$ cat src/rtl/serial_word_pkg.sv
// Shared FSM type, defaults and round-robin helper for the serial word arbiter.
// Defining SER_PARITY_EN adds the PARITY state to the FSM encoding.
package serial_word_pkg;

   localparam int WORD_W_DEF = 16;
   localparam int CNT_W      = $clog2(WORD_W_DEF);

`ifdef SER_PARITY_EN
   typedef enum logic [1:0] {ST_IDLE, ST_SHIFT, ST_GAP, ST_PARITY} state_t;
`else
   typedef enum logic [1:0] {ST_IDLE, ST_SHIFT, ST_GAP} state_t;
`endif

   // On a tie the requester that was not served last wins; a lone request always wins.
   function automatic logic rr_pick(input logic r0, input logic r1, input logic last_srv);
      return (r0 & r1) ? ~last_srv : r1;
   endfunction

endpackage

$ cat src/rtl/word_shifter.sv
// Load/shift-left word register feeding the serial MSB tap; load beats shift, otherwise hold.
module word_shifter
   import serial_word_pkg::*;
#(
   parameter int WORD_W = WORD_W_DEF
) (
   input  logic              clk,
   input  logic              rst_n,
   input  logic              load_en,
   input  logic              shift_en,
   input  logic [WORD_W-1:0] load_data,
   output logic              msb
);

   logic [WORD_W-1:0] sreg;

   always_ff @(posedge clk) begin
      if (!rst_n) begin
         sreg <= '0;
      end else if (load_en) begin
         sreg <= load_data;
      end else if (shift_en) begin
         sreg <= {sreg[WORD_W-2:0], 1'b0};
      end
   end

   assign msb = sreg[WORD_W-1];

endmodule

$ cat src/rtl/serial_word_arbiter.sv
// Two-requester round-robin front end that serialises the granted word MSB first.
// Optional feature: define SER_PARITY_EN to append an even-parity bit to every word.
module serial_word_arbiter
   import serial_word_pkg::*;
#(
   parameter int WORD_W     = WORD_W_DEF,
   parameter int GAP_CYCLES = 1
) (
   input  logic              clk,
   input  logic              rst_n,
   input  logic              req0,
   input  logic [WORD_W-1:0] data0,
   output logic              gnt0,
   input  logic              req1,
   input  logic [WORD_W-1:0] data1,
   output logic              gnt1,
   output logic              ser_out,
   output logic              ser_valid,
   output logic              ser_last,
   output logic              busy,
   output logic              owner
);

   localparam int            CW        = (WORD_W > 1) ? $clog2(WORD_W) : 1;
   localparam logic [CW-1:0] LAST_BIT  = CW'(WORD_W - 1);
   localparam logic [CW-1:0] NEXT_LAST = CW'(WORD_W - 2);
   localparam logic [3:0]    GAP_END   = 4'(GAP_CYCLES - 1);
   localparam state_t        POST_WORD = (GAP_CYCLES == 0) ? ST_IDLE : ST_GAP;
   localparam logic          POST_BUSY = (GAP_CYCLES != 0);
`ifdef SER_PARITY_EN
   localparam logic          PAR_EN    = 1'b1;
`else
   localparam logic          PAR_EN    = 1'b0;
`endif

   state_t        state;
   logic [CW-1:0] bit_cnt;
   logic [3:0]    gap_cnt;
   logic          last_srv;
   logic          win;
   logic          any_req;
   logic          load_en;
   logic          shift_en;
   logic          msb;
   logic [WORD_W-1:0] win_data;

   assign any_req  = req0 | req1;
   assign win      = rr_pick(req0, req1, last_srv);
   assign win_data = win ? data1 : data0;
   assign load_en  = (state == ST_IDLE) && any_req;
   assign shift_en = (state == ST_SHIFT);

   word_shifter #(.WORD_W(WORD_W)) u_shifter (
      .clk      (clk),
      .rst_n    (rst_n),
      .load_en  (load_en),
      .shift_en (shift_en),
      .load_data(win_data),
      .msb      (msb)
   );

`ifdef SER_PARITY_EN
   logic par_q;

   always_ff @(posedge clk) begin
      if (!rst_n) begin
         par_q <= 1'b0;
      end else if (load_en) begin
         par_q <= ^win_data;
      end
   end

   // The register has shifted out to zero by PARITY, so OR-ing in the parity flop is safe.
   assign ser_out = msb | ((state == ST_PARITY) & par_q);
`else
   assign ser_out = msb;
`endif

   always_ff @(posedge clk) begin
      if (!rst_n) begin
         state     <= ST_IDLE;
         bit_cnt   <= '0;
         gap_cnt   <= '0;
         last_srv  <= 1'b1;
         owner     <= 1'b0;
         gnt0      <= 1'b0;
         gnt1      <= 1'b0;
         ser_valid <= 1'b0;
         ser_last  <= 1'b0;
         busy      <= 1'b0;
      end else begin
         gnt0 <= 1'b0;
         gnt1 <= 1'b0;
         case (state)
            ST_IDLE: begin
               if (any_req) begin
                  state     <= ST_SHIFT;
                  owner     <= win;
                  last_srv  <= win;
                  bit_cnt   <= '0;
                  gnt0      <= ~win;
                  gnt1      <= win;
                  ser_valid <= 1'b1;
                  busy      <= 1'b1;
               end
            end
            ST_SHIFT: begin
               bit_cnt <= bit_cnt + 1'b1;
               if (bit_cnt == LAST_BIT) begin
`ifdef SER_PARITY_EN
                  state    <= ST_PARITY;
                  ser_last <= 1'b1;
`else
                  state     <= POST_WORD;
                  busy      <= POST_BUSY;
                  gap_cnt   <= '0;
                  ser_valid <= 1'b0;
                  ser_last  <= 1'b0;
`endif
               end else begin
                  // Registered, so raised one edge ahead of the bit it marks.
                  ser_last <= (bit_cnt == NEXT_LAST) && !PAR_EN;
               end
            end
`ifdef SER_PARITY_EN
            ST_PARITY: begin
               state     <= POST_WORD;
               busy      <= POST_BUSY;
               gap_cnt   <= '0;
               ser_valid <= 1'b0;
               ser_last  <= 1'b0;
            end
`endif
            ST_GAP: begin
               if (gap_cnt == GAP_END) begin
                  state <= ST_IDLE;
                  busy  <= 1'b0;
               end else begin
                  gap_cnt <= gap_cnt + 1'b1;
               end
            end
            default: begin
               state <= ST_IDLE;
               busy  <= 1'b0;
            end
         endcase
      end
   end

endmodule
$ cat config.mk
export PLATFORM = sky130hd
export DESIGN_NAME = serial_word_arbiter
export DESIGN_NICKNAME = d
export VERILOG_FILES = /design/src/rtl/serial_word_pkg.sv /design/src/rtl/word_shifter.sv /design/src/rtl/serial_word_arbiter.sv
export SDC_FILE = /design/constraint.sdc
export NUM_CORES = 1
export LEC_CHECK = 0
export CAP_MARGIN = 20
export CORE_ASPECT_RATIO = 0.9
export CORE_UTILIZATION = 50
export CTS_BUF_LIST = sky130_fd_sc_hd__clkbuf_8
export DETAILED_ROUTE_END_ITERATION = 10
export PLACE_DENSITY = 0.81
export SLEW_MARGIN = 30
export SYNTH_ARGS = -nofsm -noshare
export SYNTH_HDL_FRONTEND = slang
export SYNTH_SLANG_ARGS = --single-unit
$ cat constraint.sdc
create_clock -name clk -period 1.95 [get_ports clk]
set_input_delay 0.195 -clock clk [delete_from_list [all_inputs] [get_ports clk]]
set_output_delay 0.195 -clock clk [all_outputs]
set_load 0.1 [all_outputs]
==> metrics.md, run 1 <==
| Metric | Value |
|---|---|
| Number of global-route vias before repair | 1,534 |
| WP data arrival | 1920 ps |
| # setup viols final | 0 |
| Final GP Congestion | 0.773 |
| Dpl cell area | 2130 um^2 |
| Grt total ovfl | 0 |
| Synth top cells by count | dfxtp_1, inv_1, o32ai_1 |
| Core area | 3160 um^2 |
| Post-CTS resize count | 0 |
| Ys async rst share | 0% |
| Total Nets Final | 275 |
| CTS H-Tree Depth | 2 |
| Post-Route Utilization | 70.0% |
| Power, Total | 1.62 mW |
| Static leakage | 0.826 nW |
| Final Hold Fails | 0 |
| FF-to-FF End | u_shifter.sreg[7] |
| Sequential-to-total area share from yosys stat | 38.5% |
| Initial antenna violation count | 0 |
| Synth top area cells | dfxtp_1, o32ai_1, o32ai_2 |
| DR top layer | met4 |
| Synthesis warning total | 0 |
| TritonRoute pass-1 iters | 4 |
| Hold path depth | 2 |
| Avg Vias per Cell | 5.88 |
| Crit path from | state[0] |
| I/O pin total | 43 |
| Maxcap violations | 0 |
| Max_slew headroom | 60.4% |
| Sink Count | 33 |
| PwrDens | 733 nW/um^2 |
| Final non-filler cell total | 278 |
| CTS Hold Bufs | 0 |
| Total track usage | 23.9% |
| Worst slack, placed | -33.8 ps |
| Synthesized area | 1720 um^2 |
| Starting DRC count in detailed routing | 69 |
| Crit end category | flop |
| Antenna viol nets, final | 0 |
| Worst-path maximum fanout | 15 |
| Skew final | 4.72 ps |
| Final min period | 1740 ps |
| Via count | 1,635 |
| Setup TNS | 0 ps |
| Most frequent cell after synthesis | dfxtp_1 |
| M1 WL | 1.80 mm |
| WL per Instance | 14.5 um |
| Clk_lat worst skew | 280 ps |
| First-pass GRT wire length | 6.73 mm |
| Path depth of the worst reg2reg path | 3 |
| Fillcell total | 240 |
| Worst R2R Setup Slack | 210 ps |
| CTS root buf | clkbuf_8 |
| Final WL | 4.04 mm |
| Final worst slack | 208 ps |
| Hold endpoint | ser_last |
| Postcts setup bufs | 0 |
| Die X | 63.7 um |
| Largest area contributor in the netlist | dfxtp_1 |
| Inst Count DP | 270 |
| Starting Density | 54.3% |
| Crit Reg-Reg Startpoint | state[0] |
| CP Class | reg -> reg |
| # diodes | 0 |
| Type of origin of the critical path | flop |
| Die height | 57.6 um |
| Syn_area_per_cell | 8.84 um^2 |
| RSZ-0062 raised after global routing | false |
| Synth Instances | 194 |
| Final hold slack | 452 ps |
| Worst EP required | 2130 ps |
| Pin count of the biggest net entering global routing | 18 |
| Final Cycle Share | 89.3% |
| WL met2 | 1.97 mm |
| Routed wire length on met3 | 195 um |
| Share of cells above drive strength 1 | 12.7% |
| Port bufs | 42 |
| Worst min-delay path startpoint | ser_last |
| VDD IR max | 0.564 mV |
| Post-DP HPWL | 2.89 mm |
| Post-route cell area | 2210 um^2 |
| Die footprint | 3670 um^2 |
| Worst slew pin tran | 593 ps |
| Top FF cell, synth | dfxtp_1 |
| CTS clk-pin slew, worst paths | 60 ps |
| Post-Syn Nets | 234 |
| DRC violations left | 0 |
| Hold WC Path Type | reg -> reg |
| Row count | 19 |
| Synth-to-Final Area Change | 29.0% |
| Slew Limit Fails | 0 |
| Maximum clock frequency | 574 MHz |
| Post-synth EDFFs | 0 |
| CTS Buf Count | 5 |
| Status | finished, final reports clean |
| Deepest clock path buffer count | 2 |
| Synth top area share | 38.5% |
| CTS tree | done |
| Flops & latches, synth | 33 |
| Post-synthesis cell type count | 33 |
## cell type report
cell class | count | area, um^2 | share of cell area, %
well taps | 42 | 52.6 | 2.38
multi-input cells | 121 | 866 | 39.1
repair buffers | 50 | 463 | 20.9
inverters | 24 | 90.1 | 4.07
clock inverters | 3 | 11.3 | 0.509
flip-flops and latches | 33 | 661 | 29.9
clock buffers | 5 | 68.8 | 3.11
## critical path, cell delays in order, from the launching register on
cell and delay [ps]:
dfxtp_1 550, nor3_2 140, or3_1 570, o32ai_1 380
## layout by cell type (no fill, tap or decap), drive strengths merged, types with 3 or more instances in the layout
master / count
clkdlybuf4s50: 35
dfxtp: 33
o32ai: 31
inv: 27
nor3: 17
buf: 15
a21oi: 11
o21ai: 10
nand2: 9
nand3: 7
nor2b: 5
clkbuf: 5
ha: 4
or3: 3
nor2: 3
nand2b: 3
## logic make-up (layout without fill, tap and decap cells)
| kind of cell | count (synthesis) | count (layout) | synth area share, % |
|---|---|---|---|
| AO/OA/AOI/OAI | 59 | 59 | 28.6 |
| AND/OR/NAND/NOR | 55 | 55 | 17.3 |
| buffers and inverters | 40 | 82 | 11.0 |
| flip-flops | 33 | 33 | 38.5 |
| adder cells (fa/ha/maj) | 4 | 4 | 2.92 |
| multiplexers | 2 | 2 | 1.17 |
| XOR/XNOR | 1 | 1 | 0.511 |
## registers in the layout (all words and copies together) (netlist names)
signal	count
gnt0	1
ser_valid	1
gap_cnt	4
busy	1
last_srv	1
gnt1	1
ser_last	1
owner	1
bit_cnt	4
u_shifter.sreg	16
state	2
## worst max-delay path by stage
| stage | slack (ps) | endpoint | depth (start not counted) |
|---|---|---|---|
| 2_1_floorplan | 440 | u_shifter.sreg[14] | 6 |
| 3_3_place_gp | 70 | u_shifter.sreg[15] | 4 |
| 3_5_place_dp | -30 | u_shifter.sreg[7] | 4 |
| 4_1_cts | 210 | u_shifter.sreg[7] | 3 |
| 5_1_grt | 90 | u_shifter.sreg[13] | 3 |
| 6_report | 210 | u_shifter.sreg[7] | 3 |
## metal layers
layer,up-vias,GRT usage (%)
met1,785,28.7
met4,0,11.7
li1,795,-
met3,7,5.20
met2,48,40.4
met5,-,0
## power breakdown
part           internal, mW  total [mW]  switching (mW)  leakage [nW]
logic                 0.174       0.392           0.217         0.502
clock network         0.237       0.463           0.226        0.0519
registers             0.728       0.766          0.0379         0.272
total                  1.14        1.62           0.481         0.826
Note: power is estimated with default switching activity, not from simulation.
==> inputs of run 2 (changes only) <==
Settings changed: CORE_UTILIZATION 50 to 51, MAX_ROUTING_LAYER from default to met4, PLACE_DENSITY 0.81 to 0.82.
Clock period 1.95 ns to 1.9 ns, I/O delays scaled along.
==> run 2 against run 1 <==
Net effect:
- critical path type unchanged
- fmax shrank 0.49%
- combinational power grew 3%
- global-route usage grew 2.0 points
- power grew 9.8%
==> metrics.md, run 2 (synthesized netlist as in run 1, its figures left out) <==
| Metric | Value |
|---|---|
| Status | finished, final reports clean |
| CP delay by family, top | simple AND/OR/NAND/NOR gates |
| Bufs and invs on worst path | 0 (unchanged) |
| Die footprint | 3600 um^2 (-1.9%) |
| Deepest clock path buffer count | 2 (unchanged) |
| Path depth of the worst reg2reg path | 3 (unchanged) |
| Slew Limit Fails | 0 (unchanged) |
| Commonest cells after routing, fill and taps aside | clkdlybuf4s50_1, dfxtp_1, inv_1, o32ai_1 |
| Core area | 3140 um^2 (-0.75%) |
| Crit path largest cell delay | 580 ps (about the same) |
| Die X | 63.1 um (-0.95%) |
| Final GP Congestion | 0.803 (+3.9%) |
| Hold path depth | 2 (unchanged) |
| CP Cell Sequence | nor3_2 > or3_1 > o32ai_1 |
| CTS clk-pin slew, worst paths | 60 ps (about the same) |
| Share of cells above drive strength 1 | 14.3% (+1.6 points) |
| Largest regs | u_shifter.sreg (16), bit_cnt (4), gap_cnt (4) |
| First-pass GRT wire length | 6.98 mm (+3.7%) |
| Hold WC Path Type | reg -> reg |
| Grt total ovfl | 0 (unchanged) |
| WP data arrival | 1940 ps (+20 ps) |
| Synth-to-Final Area Change | 30.6% |
| Pin count of the biggest net entering global routing | 18 (unchanged) |
| Total track usage | 25.9% (+2.0 points) |
| CTS Hold Bufs | 0 (unchanged) |
| Static leakage | 0.833 nW (+0.86%) |
| Worst-path maximum fanout | 15 (unchanged) |
| Row count | 19 (unchanged) |
| Maxcap violations | 0 (unchanged) |
| Final min period | 1750 ps (+8.53 ps) |
| Skew final | 5.73 ps (+1.01 ps) |
| CTS root buf | clkbuf_8 |
| DRC violations left | 0 (unchanged) |
| VDD IR max | 0.530 mV (-6.1%) |
| RSZ-0062 raised after global routing | false |
| Worst slack, placed | -9.52 ps (+24.2 ps) |
| CTS tree | done |
| Maximum clock frequency | 571 MHz (-0.49%) |
| Max_slew headroom | 60.3% (-0.083 points) |
| Final Hold Fails | 0 (unchanged) |
| Stages on the worst setup path | 3 (unchanged) |
| Post-DP HPWL | 2.92 mm (+0.99%) |
| Final Cycle Share | 92.1% (+2.8 points) |
| Max FFs per register | 16 (unchanged) |
| TritonRoute pass-1 iters | 4 (unchanged) |
| Commonest non-fill, non-tap cell in the layout | clkdlybuf4s50_1 |
| PwrDens | 794 nW/um^2 (+8.4%) |
| WL per Instance | 15.3 um (+5.5%) |
| Postcts setup bufs | 0 (unchanged) |
| Crit end category | flop |
| Antenna viol nets, final | 0 (unchanged) |
| CTS Buf Count | 5 (unchanged) |
| Worst EP required | 2090 ps (-40 ps) |
| Initial antenna violation count | 0 (unchanged) |
| Final hold slack | 457 ps (+4.97 ps) |
| Sink Count | 33 (unchanged) |
| Number of global-route vias before repair | 1,619 (+5.5%) |
| Final WL | 4.28 mm (+5.9%) |
| Total Nets Final | 276 (+0.36%) |
| Starting DRC count in detailed routing | 140 (+100%) |
| Die height | 57.0 um (-0.95%) |
| # diodes | 0 (unchanged) |
| Fillcell total | 258 (+7.5%) |
| I/O pin total | 43 (unchanged) |
| Worst slew pin tran | 594 ps (+1.25 ps) |
| # setup viols final | 0 (unchanged) |
| Post-CTS resize count | 0 (unchanged) |
| Starting Density | 54.7% (+0.41 points) |
| Register with the most flip-flops | u_shifter.sreg |
| Slowest cell on crit path | or3_1 |
| Clk_lat worst skew | 290 ps (about the same) |
| Final worst slack | 150 ps (-58.5 ps) |
| Via count | 1,641 (+0.37%) |
| CTS H-Tree Depth | 2 (unchanged) |
| CP Class | reg -> reg |
| Port bufs | 42 (unchanged) |
| Avg Vias per Cell | 5.88 (about the same) |
| Type of origin of the critical path | flop |
run 2: cell count changes in the layout (fill, tap and decap cells not counted), sizes merged:
cell    before  now
clkbuf       5    7
clkinv       0    1
inv         27   24
buf         15   16
run 2: final cells by class:
type / count / area (um^2) / area share, %
multi-input cells: 121 / 866 / 38.6
flip-flops and latches: 33 / 661 / 29.5
repair buffers: 51 / 470 / 21.0
clock buffers: 7 / 96.3 / 4.30
inverters: 24 / 90.1 / 4.02
well taps: 42 / 52.6 / 2.35
clock inverters: 1 / 5.00 / 0.223
run 2: where the power goes:
part	leakage (nW)	internal, mW	total, mW	switching [mW]
sequential	0.272	0.747	0.788	0.0405
combinational	0.507	0.180	0.405	0.225
clock	0.0542	0.327	0.587	0.260
total	0.833	1.25	1.78	0.525
run 2: worst reg2reg max path, delay by kind of cell (launching register included):
kind / cells / cell delay (ps)
AND/OR/NAND/NOR: 2 / 730
flip-flops: 1 / 540
AO/OA/AOI/OAI: 1 / 390
run 2: layer usage:
layer	up-vias	part of all wire, %	global-route usage, %
li1	799	-	-
met1	771	44	29.8
met2	56	47	41.2
met3	15	5.2	5.60
met4	0	3.3	15.9
met5	-	0	-
run 2: stage by stage:
step | setup TNS, ps | total power, mW | util (%) | area (um^2) | std cells
6_report | 0 | 1.78 | 71.4 | 2240 | 279
5_1_grt | 0 | 1.85 | 71.4 | 2240 | 279
4_1_cts | 0 | 1.78 | 71.4 | 2240 | 279
3_5_place_dp | -9.52 | 1.20 | 68.2 | 2140 | 271
3_3_place_gp | 0 | 1.19 | 68.2 | 2140 | 271
2_1_floorplan | 0 | 1.07 | - | 1720 | 194
run 2: path summary, 6_finish.rpt:
path / start / end / slack (ps)
max: state[0] / u_shifter.sreg[11] / 150
min: ser_last / ser_last / 460
max reg2reg: state[0] / u_shifter.sreg[11] / 150
min reg2reg: ser_last / ser_last / 460
